`src/rtl/sha_pkg.sv`:
```
// Shared constants and state type for the SHA message front end.
// Holds the single-block byte limit, counter width and assembler states.
package sha_pkg;

    localparam int MAX_BYTES = 55;
    localparam int CNT_W     = 6;

    typedef enum logic [1:0] {
        COLLECT = 2'd0,
        ISSUE   = 2'd1,
        DRAIN   = 2'd2,
        WAIT    = 2'd3
    } asm_state_t;

endpackage

```
`src/rtl/sha_msg_assembler.sv`:
```
// Packs a byte stream into one single-block message word for the SHA-256 top.
// Ports: clk, rst_n (async low); s_data/s_valid/s_last/s_ready byte stream in;
//   hash_done from the hash core; msg_valid/byte_valid/msg_word message out;
//   ovf pulses when a message was truncated to MAX_BYTES.
module sha_msg_assembler #(
    parameter int MAX_BYTES = sha_pkg::MAX_BYTES,
    parameter int CNT_W     = sha_pkg::CNT_W
) (
    input  logic                   clk,
    input  logic                   rst_n,
    input  logic [7:0]             s_data,
    input  logic                   s_valid,
    input  logic                   s_last,
    output logic                   s_ready,
    input  logic                   hash_done,
    output logic                   msg_valid,
    output logic [CNT_W-1:0]       byte_valid,
    output logic [8*MAX_BYTES-1:0] msg_word,
    output logic                   ovf
);

    import sha_pkg::*;

    asm_state_t state;
    asm_state_t state_nx;

    logic [CNT_W-1:0]       cnt;
    logic [8*MAX_BYTES-1:0] word;
    logic                   drain;
    logic                   ready_q;
    logic                   hd_q;

    logic xfer;
    logic hd_rise;
    logic at_limit;
    logic store;
    logic set_drain;
    logic clr;

    assign xfer     = s_valid & ready_q;
    assign hd_rise  = hash_done & ~hd_q;
    assign at_limit = (cnt == CNT_W'(MAX_BYTES - 1));

    always_comb begin
        state_nx  = state;
        store     = 1'b0;
        set_drain = 1'b0;
        clr       = 1'b0;
        unique case (state)
            COLLECT: begin
                if (xfer) begin
                    store = 1'b1;
                    if (s_last) begin
                        state_nx = ISSUE;
                    end else if (at_limit) begin
                        // Full block without a terminator: issue what we
                        // have and swallow the rest of the message.
                        state_nx  = ISSUE;
                        set_drain = 1'b1;
                    end
                end
            end
            ISSUE: begin
                state_nx = drain ? DRAIN : WAIT;
            end
            DRAIN: begin
                if (xfer && s_last) begin
                    state_nx = WAIT;
                end
            end
            WAIT: begin
                if (hd_rise) begin
                    state_nx = COLLECT;
                    clr      = 1'b1;
                end
            end
            default: begin
                state_nx = COLLECT;
            end
        endcase
    end

    always_ff @(posedge clk or negedge rst_n) begin
        if (!rst_n) begin
            state   <= COLLECT;
            cnt     <= '0;
            word    <= '0;
            drain   <= 1'b0;
            ready_q <= 1'b0;
            hd_q    <= 1'b0;
        end else begin
            state <= state_nx;
            hd_q  <= hash_done;
            // Registered ready follows the state being entered, so it
            // stays low through reset and the first cycle after release.
            ready_q <= (state_nx == COLLECT) || (state_nx == DRAIN);
            if (clr) begin
                cnt   <= '0;
                word  <= '0;
                drain <= 1'b0;
            end else if (store) begin
                for (int i = 0; i < MAX_BYTES; i++) begin
                    if (cnt == CNT_W'(i)) begin
                        word[8*(MAX_BYTES-i)-1 -: 8] <= s_data;
                    end
                end
                cnt <= cnt + CNT_W'(1);
                if (set_drain) begin
                    drain <= 1'b1;
                end
            end
        end
    end

    assign s_ready    = ready_q;
    assign msg_valid  = (state == ISSUE);
    assign ovf        = (state == ISSUE) & drain;
    assign byte_valid = cnt;
    assign msg_word   = word;

endmodule

```
`config.mk`:
```
export PLATFORM = sky130hd
export DESIGN_NAME = sha_msg_assembler
export DESIGN_NICKNAME = d
export VERILOG_FILES = /design/src/rtl/sha_pkg.sv /design/src/rtl/sha_msg_assembler.sv
export SDC_FILE = /design/constraint.sdc
export NUM_CORES = 1
export LEC_CHECK = 0
export ABC_AREA = 1
export BUFFER_PORTS_ARGS = -buffer_cell sky130_fd_sc_hd__buf_2
export CORE_ASPECT_RATIO = 0.8
export CORE_UTILIZATION = 57
export DETAILED_ROUTE_END_ITERATION = 6
export HOLD_SLACK_MARGIN = 0.08
export PLACE_DENSITY = 0.93
export SETUP_SLACK_MARGIN = 0.05
export SKIP_CTS_REPAIR_TIMING = 1
export SLEW_MARGIN = 20
export SYNTH_ARGS = -nofsm -noshare
export SYNTH_HDL_FRONTEND = slang
export SYNTH_SLANG_ARGS = --single-unit
```
`constraint.sdc`:
```
create_clock -name clk -period 3.9 [get_ports clk]
set_input_delay 0.78 -clock clk [delete_from_list [all_inputs] [get_ports clk]]
set_output_delay 0.78 -clock clk [all_outputs]
set_load 0.02 [all_outputs]
```
* After elaboration in Yosys (flattened, before gate mapping) *
Index checks and enable logic that the tools add are counted.

storage, ports and cells
  register bits after elaboration = 451
  bits of input ports = 13
  output and inout bits = 449
  logic and storage cells = 318

cells by class
  add/subtract/negate cells = 1
  equality and inequality tests = 58
  muxes and demuxes = 77
  bitwise operators = 4
  reductions and logical operators = 118

operator list
  kind                   count
  $mux W440              2
  $mux W8                55
  $eq A6 B6 Y1 const B   23
  $reduce_bool A2 Y1     57
  $reduce_and A2 Y1      56
  $eq A6 B5 Y1 const B   16
  $eq A6 B4 Y1 const B   8
  $eq A6 B3 Y1 const B   4
  $eq A6 B2 Y1 const B   2
  $mux W1                12
  $mux W6                2
  $mux W2                5
  $pmux W2 S4            1
  $add A6 B1 Y6 const B  1
  $eq A2 B2 Y1 const B   3
  $eq A6 B1 Y1 const B   1
  $logic_not A6 Y1       1
  $logic_not A2 Y1       2
  $and A1 B1 Y1          3
  $eq A2 B1 Y1 const B   1
  $logic_and A1 B1 Y1    1
  $logic_or A1 B1 Y1     1
  $not A1 Y1             1

* Longest topological paths before layout *
Gate-level depths: netlist of run 1.

  depth in word-level cells = 8
  gate-level depth with buffers = 9
  gate-level depth less buffers = 9

* Least setup slack after synthesis of run 1 *
OpenSTA, ideal clock, no wires.

  path type = input to register
  start point = input s_valid
  end point = register word[342] (netlist: msg_word[342])
  library setup time = 132 ps
  arrival = 1726 ps
  data required time = 3768 ps
  slack = 2042 ps
  stages on the path = 7
  path buffers = 2
  path through = nand2_1 -> nor2_2 -> buf_2 -> nand3_1 -> clkbuf_1 -> nand3_1 -> o21ai_0

on the way
  cells in the longest elaborated chain, start to end = 5

RTL lines
  what                            RTL line                  source
  start: declaration              sha_msg_assembler.sv:12   input logic s_valid,
  $and A1 B1 Y1                   sha_msg_assembler.sv:40   assign xfer = s_valid & ready_q;
  $mux W1                         sha_msg_assembler.sv:51   if (xfer) begin
  $mux W1                         sha_msg_assembler.sv:49   unique case (state)
  $reduce_bool A2 Y1 (no line)    --
  $reduce_and A2 Y1 (no line)     --
  end signal: indexed assignment  sha_msg_assembler.sv:104  word[8*(MAX_BYTES-i)-1 -: 8] <= s_data;
  end: declaration                sha_msg_assembler.sv:28   logic [8*MAX_BYTES-1:0] word;

No other way between the ends.
A chain may end at the register's enable or synchronous reset.

==> impl_summary.txt, run 1 <==
----------------------------------------------------
[Worst setup path]
  Type of element capturing the critical path ... flop
  Critical path launch point type ... flop
  Required time at the worst-slack endpoint ... 4.37 ns
  Path type of the worst setup path ... flop to flop
  Max FO, Critical Path ... 56
  Worst EP arrival ... 3.07 ns

[Pwr]
  IR drop worst, VDD ... 0.000362 V
  Switching power as a share of total power ... 0.300
  Power density of the placed cells ... 508 nW/um2
  Overall power consumption ... 11.2 mW
  Proportion of power drawn by the clock network ... 0.397
  Internal power contribution ... 7.83 mW
  Static leakage power ... 13.1 nW
  Combinational cell fraction of total power ... 0.151
  Net switching power of the design ... 3.36 mW
  Sequential power share ... 0.452

[Synth]
  Net count of the mapped netlist ... 1988
  Gate Count Post-Synth ... 1971
  Flip-flop and latch count after synthesis ... 451
  Fraction of the mapped netlist area in compound gates ... 0.0444
  Most area-hungry cell type in the Yosys netlist ... dfrtp_1
  Synthesized cell area ... 17800 um2
  Multiplexer share of the synthesized area ... 0
  Area fraction of the dominant cell type after synthesis ... 0.633
  Largest cells by area after synthesis ... dfrtp_1 (63%), nand2_1 (15%), nand3_1 (11%)
  Cell variety after synth ... 19
  Number of warning messages in the yosys log ... 0
  Sequential-to-total area share from yosys stat ... 0.633
  Combinational family with the most area after synthesis ... simple AND/OR/NAND/NOR gates
  Mean instance size in the synthesized netlist ... 9.05 um2
  Parity-gate share of the synthesized area counting xor and xnor cells ... 0
  Adder-cell share of the synthesized area ... 0.00281
  Simple-gate area share of the yosys netlist ... 0.285

[Floorplan]
  Effective utilization at floorplan ... 0.583
  Height of the die ... 160 um
  Row count ... 57
  Die outline width ... 200 um
  Area of the die ... 32000 um2
  Top Ports ... 462
  Core Area ... 30600 um2

[GRT]
  Largest net degree at the start of global routing ... 119
  Aggregate global-route resource usage ... 0.393
  Number of antenna violations at the first check in global routing ... 3
  Number of global-route vias before repair ... 16573
  Wire length of the first global-routing pass ... 94.8 mm
  Overflow left after global routing ... 0

[Routing]
  Post-route antenna net violation count ... 0
  Total iterations of the first detailed-routing run ... 5
  Uppermost layer routed ... met4
  Met1 wire length ... 23.2 mm
  Average vias per placed instance ... 6.03
  Routed WL ... 63.3 mm
  Average detailed-routed wire length per instance ... 22.2 um
  Initial drt markers ... 1998
  Metal2 WL ... 28.7 mm
  Vias after detailed routing ... 17228
  DRC Markers ... 0
  Routed wire length on met3 ... 7.93 mm

[Timing]
  Crit share post-route ... 0.667
  Actual slew at the worst max-slew pin ... 1.14 ns
  Setup repair after global routing missed its margin ... false
  Minimum clock period ... 2.60 ns
  Setup_tns ... 0 ns
  Setup clock skew after layout ... 0.0157 ns
  Final setup viols ... 0
  Final Hold Violating Endpoints ... 0
  Worst slew margin relative to its limit ... 0.240
  Fmax achieved ... 0.384 GHz
  Number of pins with negative max-slew slack in the final report ... 0

[Place]
  Final Wtd Congestion ... 0.883
  Number of instances in the placed design ... 2775
  Number of buffers inserted by port buffering ... 461
  DP Wirelength ... 40.6 mm

[Cells and area]
  Leading cell type in the layout, fill and taps excluded ... nand2_1
  Area grow syn2layout ... 23.5%
  Filler Cells Inserted ... 2087
  Most used cells in the layout excluding fill and tap cells ... nand2_1 (733), buf_2 (460), dfrtp_1 (451)
  Post-Layout Cell Count ... 2856
  Share of final-layout standard cells stronger than drive strength 1 ... 0.242
  Final standard cell utilization of the core ... 0.720
  Layout net count ... 2424

[Status]
  Result of the run ... finished, final reports clean

[CTS]
  H-tree level count ... 2
  Clk_lat worst skew ... 0.55 ns
  Buffer cell driving the clock tree root ... clkbuf_16
  Clock sinks ... 451
  Clock slew at the register clock pins of the worst setup and hold paths ... 0.07 ns
  CTS tree ... done
  CTS max path bufs ... 3
  CTS buffer count ... 43

[Min path]
  Type of the most critical hold path ... input port to async pin

[Run]
  Max-capacitance violation count ... 0

----------------------------------------------------
[worst max-delay path, stage by stage, from the launching register on]
cell     delay [ns]
dfrtp_1        0.42
nand2_1        0.12
inv_1          0.10
nand2_4        0.48
nand2_1        0.18
inv_2          0.85
nand2_1        0.21
nand2_1        0.14
[synth_stat cells]
cell      instances
nand2_1         734
dfrtp_1         451
nand3_1         393
o21ai_0         156
nor2_1           64
clkbuf_1         50
buf_2            40
inv_1            38
inv_2            12
nand2_2          10
buf_1             5
nor2_2            5
ha_1              4
buf_4             3
a21oi_1           2
buf_6             1
nand3b_1          1
nand4_1           1
nor3_1            1
[layout make-up]
| class | instances | area [um2] | area share |
|---|---|---|---|
| well taps | 413 | 517 | 0.0235 |
| clock inverters | 17 | 203 | 0.00920 |
| diodes | 3 | 7.51 | 0.000341 |
| flip-flops and latches | 451 | 11300 | 0.512 |
| repair buffers | 490 | 2600 | 0.118 |
| inverters | 50 | 188 | 0.00852 |
| clock buffers | 61 | 1300 | 0.0589 |
| multi-input cells | 1371 | 5930 | 0.269 |
[logic make-up after synthesis]
kind of cell / Yosys count
AO/OA/AOI/OAI: 158
buffers and inverters: 149
flip-flops: 451
adder cells (fa/ha/maj): 4
AND/OR/NAND/NOR: 1209
[power by group through the flow]
stage                     registers, mW  logic, mW  clock network [mW]
final                              5.05       1.69                4.44
after global routing               5.07       1.78                4.63
after CTS                          5.04       1.64                4.44
after detailed placement           5.12       1.63                   0
after global placement             5.11       1.58                   0
after floorplan                    5.36      0.651                   0
[stage by stage]
step           cell area [um2]  setup WS (ns)  hold slack (ns)
2_1_floorplan            17800           2.04            0.484
3_3_place_gp             20500           1.14            0.450
3_5_place_dp             20500          0.991            0.453
4_1_cts                  22000           1.33            0.329
5_1_grt                  22000           1.13            0.322
6_report                 22000           1.30            0.248
[final timing paths]
check | to | cells after the start | start | slack (ns)
max | msg_word[170]$_DFFE_PN0P_ | 7 | flop | 1.30
min | msg_word[345]$_DFFE_PN0P_ | 1 | rst_n | 0.25
max reg2reg | msg_word[170]$_DFFE_PN0P_ | 7 | flop | 1.30
min reg2reg | msg_word[50]$_DFFE_PN0P_ | 2 | msg_word[50]$_DFFE_PN0P_ | 0.46
max in group asynchronous | msg_word[321]$_DFFE_PN0P_ | 2 | rst_n | 2.51
min in group clk | hd_q$_DFF_PN0_ | 1 | hash_done | 0.35
[routing by layer]
layer	GRT usage	up-vias
met5	0	-
met4	0.221	0
met3	0.117	278
met2	0.590	1328
met1	0.510	8351
li1	-	7271
[registers in the layout, summed over array words and instances, names as in the netlist, named ones only]
signal and cells:
byte_valid 6, drain 1, hd_q 1, msg_word 440, s_ready 1, state 1
(Power assumes the default switching activity.)
==> inputs of run 2 (changes only) <==
--- a/config.mk
+++ b/config.mk
@@ -8,10 +8,10 @@
 export ABC_AREA = 1
 export BUFFER_PORTS_ARGS = -buffer_cell sky130_fd_sc_hd__buf_2
 export CORE_ASPECT_RATIO = 0.8
-export CORE_UTILIZATION = 57
+export CORE_UTILIZATION = 53
 export DETAILED_ROUTE_END_ITERATION = 6
 export HOLD_SLACK_MARGIN = 0.08
-export PLACE_DENSITY = 0.93
+export PLACE_DENSITY = 0.88
 export SETUP_SLACK_MARGIN = 0.05
 export SKIP_CTS_REPAIR_TIMING = 1
 export SLEW_MARGIN = 20
==> constraint.sdc (replaced) <==
create_clock -name clk -period 2.7 [get_ports clk]
set_input_delay 0.54 -clock clk [delete_from_list [all_inputs] [get_ports clk]]
set_output_delay 0.54 -clock clk [all_outputs]
set_load 0.02 [all_outputs]
==> run 2 against run 1 <==
Net effect: the run now ends with design-rule violations left; clock skew shrank 0.0039 ns; sequential power grew 44%; fmax grew 2.6%; core utilization shrank 4.2 points; largest power group unchanged.
==> impl_summary.txt, run 2 (synthesized netlist as in run 1, its figures left out) <==
----------------------------------------------------
[Status]
  Result of the run ... complete, but fails checks
  Violations in the final reports ... design-rule violations

[Timing]
  Final Hold Violating Endpoints ... 0 (unchanged)
  Setup_tns ... 0 ns (unchanged)
  Setup clock skew after layout ... 0.0118 ns (-0.00390 ns)
  Fmax achieved ... 0.394 GHz (+2.6%)
  Setup repair after global routing missed its margin ... false
  Crit share post-route ... 0.939 (+0.272)
  Worst slew margin relative to its limit ... 0.238 (-0.00195)
  Minimum clock period ... 2.54 ns (-0.0659 ns)
  Number of pins with negative max-slew slack in the final report ... 0 (unchanged)
  Final setup viols ... 0 (unchanged)
  Hold slack final ... 0.126 ns (-0.122 ns)
  Actual slew at the worst max-slew pin ... 1.14 ns (+0.00126 ns)

[Run]
  Max-capacitance violation count ... 0 (unchanged)

[Worst setup path]
  Critical path's top delay family ... simple AND/OR/NAND/NOR gates
  Cell occurring most often along the worst timing path ... inv_1
  Type of element capturing the critical path ... flop
  Max FO, Critical Path ... 8 (-86%)
  Required time at the worst-slack endpoint ... 3.17 ns (-1.20 ns)
  Cell breakdown of the critical path ... inv_1 -> ha_1 -> inv_1 -> nor2_1 -> inv_1 -> nor2_1 -> nand2_1 -> nand2_1
  Worst EP arrival ... 3.01 ns (-0.06 ns)
  Max stage delay on crit path ... 0.58 ns (-0.27 ns)
  Critical path launch point type ... flop
  Worst Path Buf+Inv ... 3 (+1)
  Path type of the worst setup path ... flop to flop
  Slowest CP cell ... nor2_1

[CTS]
  Buffer cell driving the clock tree root ... clkbuf_16
  CTS max path bufs ... 3 (unchanged)
  Clock slew at the register clock pins of the worst setup and hold paths ... 0.07 ns (about the same)
  CTS buffer count ... 43 (unchanged)
  Clk_lat worst skew ... 0.54 ns (about the same)
  H-tree level count ... 2 (unchanged)
  CTS tree ... done
  Clock sinks ... 451 (unchanged)

[GRT]
  Aggregate global-route resource usage ... 0.363 (-0.0297)
  Wire length of the first global-routing pass ... 96.5 mm (+1.8%)
  Overflow left after global routing ... 0 (unchanged)
  Number of antenna violations at the first check in global routing ... 1 (-2)
  Largest net degree at the start of global routing ... 160 (+34%)
  Number of global-route vias before repair ... 16463 (-0.66%)

[Cells and area]
  Layout net count ... 2429 (+0.21%)
  Area grow syn2layout ... 24.6%
  Leading cell type in the layout, fill and taps excluded ... nand2_1
  Post-Layout Cell Count ... 2874 (+0.63%)
  Most used cells in the layout excluding fill and tap cells ... nand2_1 (733), buf_2 (460), dfrtp_1 (451)
  Max FFs per register ... 440 (unchanged)
  Share of final-layout standard cells stronger than drive strength 1 ... 0.244 (+0.00145)

[Min path]
  Type of the most critical hold path ... input port to flop

[Routing]
  Vias after detailed routing ... 16802 (-2.5%)
  Initial drt markers ... 2054 (+2.8%)
  Routed WL ... 61.9 mm (-2.3%)
  Total iterations of the first detailed-routing run ... 7 (+2)
  DRC Markers ... 28 (+28)
  Average detailed-routed wire length per instance ... 21.5 um (-2.9%)
  Post-route antenna net violation count ... 0 (unchanged)
  Average vias per placed instance ... 5.85 (-3.1%)

[Floorplan]
  Area of the die ... 34400 um2 (+7.5%)
  Die outline width ... 207 um (+3.7%)
  Core Area ... 32800 um2 (+7.1%)
  Height of the die ... 166 um (+3.7%)
  Effective utilization at floorplan ... 0.544 (-0.0388)
  Row count ... 59 (+3.5%)
  Top Ports ... 462 (unchanged)

[Place]
  Number of buffers inserted by port buffering ... 461 (unchanged)
  Final Wtd Congestion ... 0.894 (+1.2%)
  Number of instances in the placed design ... 2793 (+0.65%)
  DP Wirelength ... 40.5 mm (-0.39%)

[Pwr]
  IR drop worst, VDD ... 0.000562 V (+55%)
  Power density of the placed cells ... 742 nW/um2 (+46%)
  Static leakage power ... 13.2 nW (+0.67%)

----------------------------------------------------
## run 2: cell types whose count changed in the layout (fill, tap and decap cells not counted), sizes merged
cell,before,now
inv,54,51
diode,3,1
buf,490,494
bufinv,4,8
clkinvlp,1,0
dlygate4sd3,0,1
clkinv,8,9
## run 2: per-stage QoR
step / worst slack, ns / cell area (um2) / total power, mW / utilization
finish: 0.164 / 22200 / 16.5 / 0.678
global route: 0.0931 / 22200 / 17.0 / 0.678
CTS: 0.261 / 22200 / 16.5 / 0.677
detailed placement: 0.297 / 20600 / 9.77 / 0.629
global placement: 0.397 / 20600 / 9.70 / 0.629
floorplan: 1.01 / 17800 / 8.69 / -
## run 2: path summary, 6_finish.rpt
kind / from / to / slack, ns / cells after the start
max reg2reg: byte_valid[1]$_DFFE_PN0P_ / msg_word[264]$_DFFE_PN0P_ / 0.16 / 8
min reg2reg: msg_word[436]$_DFFE_PN0P_ / msg_word[436]$_DFFE_PN0P_ / 0.47 / 2
min: hash_done / hd_q$_DFF_PN0_ / 0.13 / 1
max in group asynchronous: rst_n / msg_word[71]$_DFFE_PN0P_ / 1.23 / 3
min in group asynchronous: rst_n / msg_word[234]$_DFFE_PN0P_ / 0.59 / 2
max: byte_valid[1]$_DFFE_PN0P_ / msg_word[264]$_DFFE_PN0P_ / 0.16 / 8
## run 2: layout make-up
cell class	count	area (um2)
Antenna cell	1	2.50
Clock buffer	61	1300
Clock inverter	18	302
Fill cell	2432	10600
Inverter	50	188
Multi-Input combinational cell	1371	5930
Sequential cell	451	11300
Tap cell	427	534
Timing Repair Buffer	495	2680
## run 2: worst register-to-register path: stages, from the launching register on
cell	delay, ns
dfrtp_1	0.43
inv_1	0.13
ha_1	0.23
inv_1	0.09
nor2_1	0.45
inv_1	0.30
nor2_1	0.58
nand2_1	0.13
nand2_1	0.11
## run 2: metal layers
| layer | vias to the layer above | track usage | share of wire |
|---|---|---|---|
| met5 | - | 0 | 0 |
| met4 | 0 | 0.158 | 0.043 |
| li1 | 7303 | - | - |
| met1 | 8176 | 0.486 | 0.39 |
| met3 | 186 | 0.105 | 0.11 |
| met2 | 1137 | 0.556 | 0.46 |
## run 2: where the power goes
| group | switching (mW) | internal, mW | leakage, nW |
|---|---|---|---|
| Combinational | 1.91 | 0.514 | 6.13 |
| Clock | 2.65 | 4.12 | 0.793 |
| Sequential | 0.222 | 7.07 | 6.28 |
==> inputs of run 3 (changes only) <==
--- a/config.mk
+++ b/config.mk
@@ -11,7 +11,7 @@
 export CORE_UTILIZATION = 53
 export DETAILED_ROUTE_END_ITERATION = 6
 export HOLD_SLACK_MARGIN = 0.08
-export PLACE_DENSITY = 0.88
+export PLACE_DENSITY = 0.85
 export SETUP_SLACK_MARGIN = 0.05
 export SKIP_CTS_REPAIR_TIMING = 1
 export SLEW_MARGIN = 20
==> run 3 against run 2 <==
Net effect: largest power group unchanged; non-clock buffer count down 4; combinational power about the same; the flow still finishes with violations (design-rule violations); via count down 1.4%.
==> impl_summary.txt, run 3 (synthesized netlist as in run 1, its figures left out) <==
----------------------------------------------------
[Status]
  Result of the run ... complete, but fails checks
  Violations in the final reports ... design-rule violations

[Routing]
  DRC Markers ... 27 (-3.6%)
  Routed WL ... 61.0 mm (-1.4%)
  Total iterations of the first detailed-routing run ... 7 (unchanged)
  Average vias per placed instance ... 5.77 (-1.2%)
  Vias after detailed routing ... 16568 (-1.4%)
  Initial drt markers ... 1913 (-6.9%)
  Average detailed-routed wire length per instance ... 21.2 um (-1.3%)
  Post-route antenna net violation count ... 0 (unchanged)

[Floorplan]
  Row count ... 59 (unchanged)
  Top Ports ... 462 (unchanged)
  Core Area ... 32800 um2 (unchanged)
  Die outline width ... 207 um (unchanged)
  Effective utilization at floorplan ... 0.544 (unchanged)
  Height of the die ... 166 um (unchanged)
  Area of the die ... 34400 um2 (unchanged)

[GRT]
  Largest net degree at the start of global routing ... 169 (+5.6%)
  Number of antenna violations at the first check in global routing ... 4 (+3)
  Overflow left after global routing ... 0 (unchanged)
  Wire length of the first global-routing pass ... 93.7 mm (-2.9%)
  Number of global-route vias before repair ... 16020 (-2.7%)
  Aggregate global-route resource usage ... 0.354 (-0.00948)

[Timing]
  Actual slew at the worst max-slew pin ... 1.14 ns (+0.00251 ns)
  Setup_tns ... 0 ns (unchanged)
  Setup clock skew after layout ... 0.00869 ns (-0.00311 ns)
  Worst slew margin relative to its limit ... 0.238 (-0.000564)
  Final setup viols ... 0 (unchanged)
  Fmax achieved ... 0.432 GHz (+9.6%)
  Number of pins with negative max-slew slack in the final report ... 0 (unchanged)
  Minimum clock period ... 2.31 ns (-0.222 ns)
  Final Hold Violating Endpoints ... 0 (unchanged)
  Setup repair after global routing missed its margin ... false
  Crit share post-route ... 0.857 (-0.0822)

[Worst setup path]
  Critical path launch point type ... flop
  Type of element capturing the critical path ... flop
  Required time at the worst-slack endpoint ... 3.18 ns (about the same)
  Path type of the worst setup path ... flop to flop
  Max FO, Critical Path ... 8 (unchanged)
  Worst EP arrival ... 2.79 ns (-0.22 ns)

[Cells and area]
  Share of final-layout standard cells stronger than drive strength 1 ... 0.239 (-0.00494)
  Max FFs per register ... 440 (unchanged)
  Combined flip-flop and latch cell area ... 11300 um2 (unchanged)
  Filler Cells Inserted ... 2519 (+3.6%)
  Leading cell type in the layout, fill and taps excluded ... nand2_1
  Post-Layout Cell Count ... 2869 (-0.17%)
  Layout net count ... 2426 (-0.12%)
  Area of combinational cells with multiple inputs ... 5930 um2 (about the same)
  Most used cells in the layout excluding fill and tap cells ... nand2_1 (733), buf_2 (460), dfrtp_1 (451)
  Area grow syn2layout ... 23.5%

[Place]
  Number of instances in the placed design ... 2789 (-0.14%)
  DP Wirelength ... 39.8 mm (-1.6%)
  Final Wtd Congestion ... 0.893 (about the same)
  Number of buffers inserted by port buffering ... 461 (unchanged)

[CTS]
  CTS tree ... done
  CTS max path bufs ... 3 (unchanged)
  Clk_lat worst skew ... 0.54 ns (about the same)
  Clock sinks ... 451 (unchanged)
  Clock slew at the register clock pins of the worst setup and hold paths ... 0.07 ns (about the same)
  H-tree level count ... 2 (unchanged)
  Buffer cell driving the clock tree root ... clkbuf_16
  CTS buffer count ... 44 (+2.3%)

[Pwr]
  IR drop worst, VDD ... 0.000516 V (-8.2%)
  Static leakage power ... 13.1 nW (-0.82%)
  Power density of the placed cells ... 719 nW/um2 (-3.2%)

[Run]
  Max-capacitance violation count ... 0 (unchanged)

[Min path]
  Type of the most critical hold path ... input port to flop

----------------------------------------------------
## run 3: cell count changes in the layout (fill, tap and decap cells not counted), moves of 2 or more
cell       change
clkbuf_1       +7
buf_4          -5
bufinv_16      -6
clkinv_4       -2
clkinv_2       -3
diode_2        +3
## run 3: layout make-up
cell class / count / share of cell area
clock buffers: 69 / 0.0607
repair buffers: 491 / 0.121
multi-input cells: 1371 / 0.269
inverters: 50 / 0.00852
flip-flops and latches: 451 / 0.512
clock inverters: 6 / 0.00364
diodes: 4 / 0.000455
well taps: 427 / 0.0243
## run 3: path summary, 6_finish.rpt
| path | start | end | slack (ns) | cells after the start |
|---|---|---|---|---|
| min in group asynchronous | rst_n | msg_word[235]$_DFFE_PN0P_ | 0.54 | 2 |
| max in group asynchronous | rst_n | msg_word[414]$_DFFE_PN0P_ | 1.33 | 3 |
| setup reg to reg | byte_valid[1]$_DFFE_PN0P_ | msg_word[138]$_DFFE_PN0P_ | 0.39 | 8 |
| hold / removal | hash_done | hd_q$_DFF_PN0_ | 0.14 | 1 |
| setup / recovery | byte_valid[1]$_DFFE_PN0P_ | msg_word[138]$_DFFE_PN0P_ | 0.39 | 8 |
| hold reg to reg | msg_word[28]$_DFFE_PN0P_ | msg_word[28]$_DFFE_PN0P_ | 0.47 | 2 |
## run 3: through the flow
step,util,hold WS (ns),area (um2),power (mW),setup slack [ns]
after global routing,0.672,0.122,22000,16.3,0.134
after CTS,0.671,-0.0521,22000,15.8,0.332
after floorplan,-,0.244,17800,8.69,1.01
final,0.672,0.137,22000,15.8,0.386
after global placement,0.628,0.450,20600,9.70,0.389
after detailed placement,0.628,0.453,20600,9.76,0.279
## run 3: power by group
group | internal, mW | leakage, nW | total [mW] | switching (mW)
clock network | 3.57 | 0.699 | 6.14 | 2.57
logic | 0.509 | 6.12 | 2.40 | 1.89
registers | 7.07 | 6.28 | 7.29 | 0.216
total | 11.2 | 13.1 | 15.8 | 4.68
## run 3: layer usage
metal,track usage,part of all wire,up-vias
li1,-,-,7296
met1,0.481,0.40,8024
met2,0.542,0.46,1060
met5,0,0,-
met3,0.0811,0.10,188
met4,0.171,0.044,0
## run 3: worst max-delay path, stage by stage, from the launching register on
cell and delay (ns):
dfrtp_1 0.43, inv_1 0.11, ha_1 0.22, inv_1 0.07
nor2_1 0.36, inv_1 0.28, nor2_1 0.55, nand2_1 0.12
nand2_1 0.10
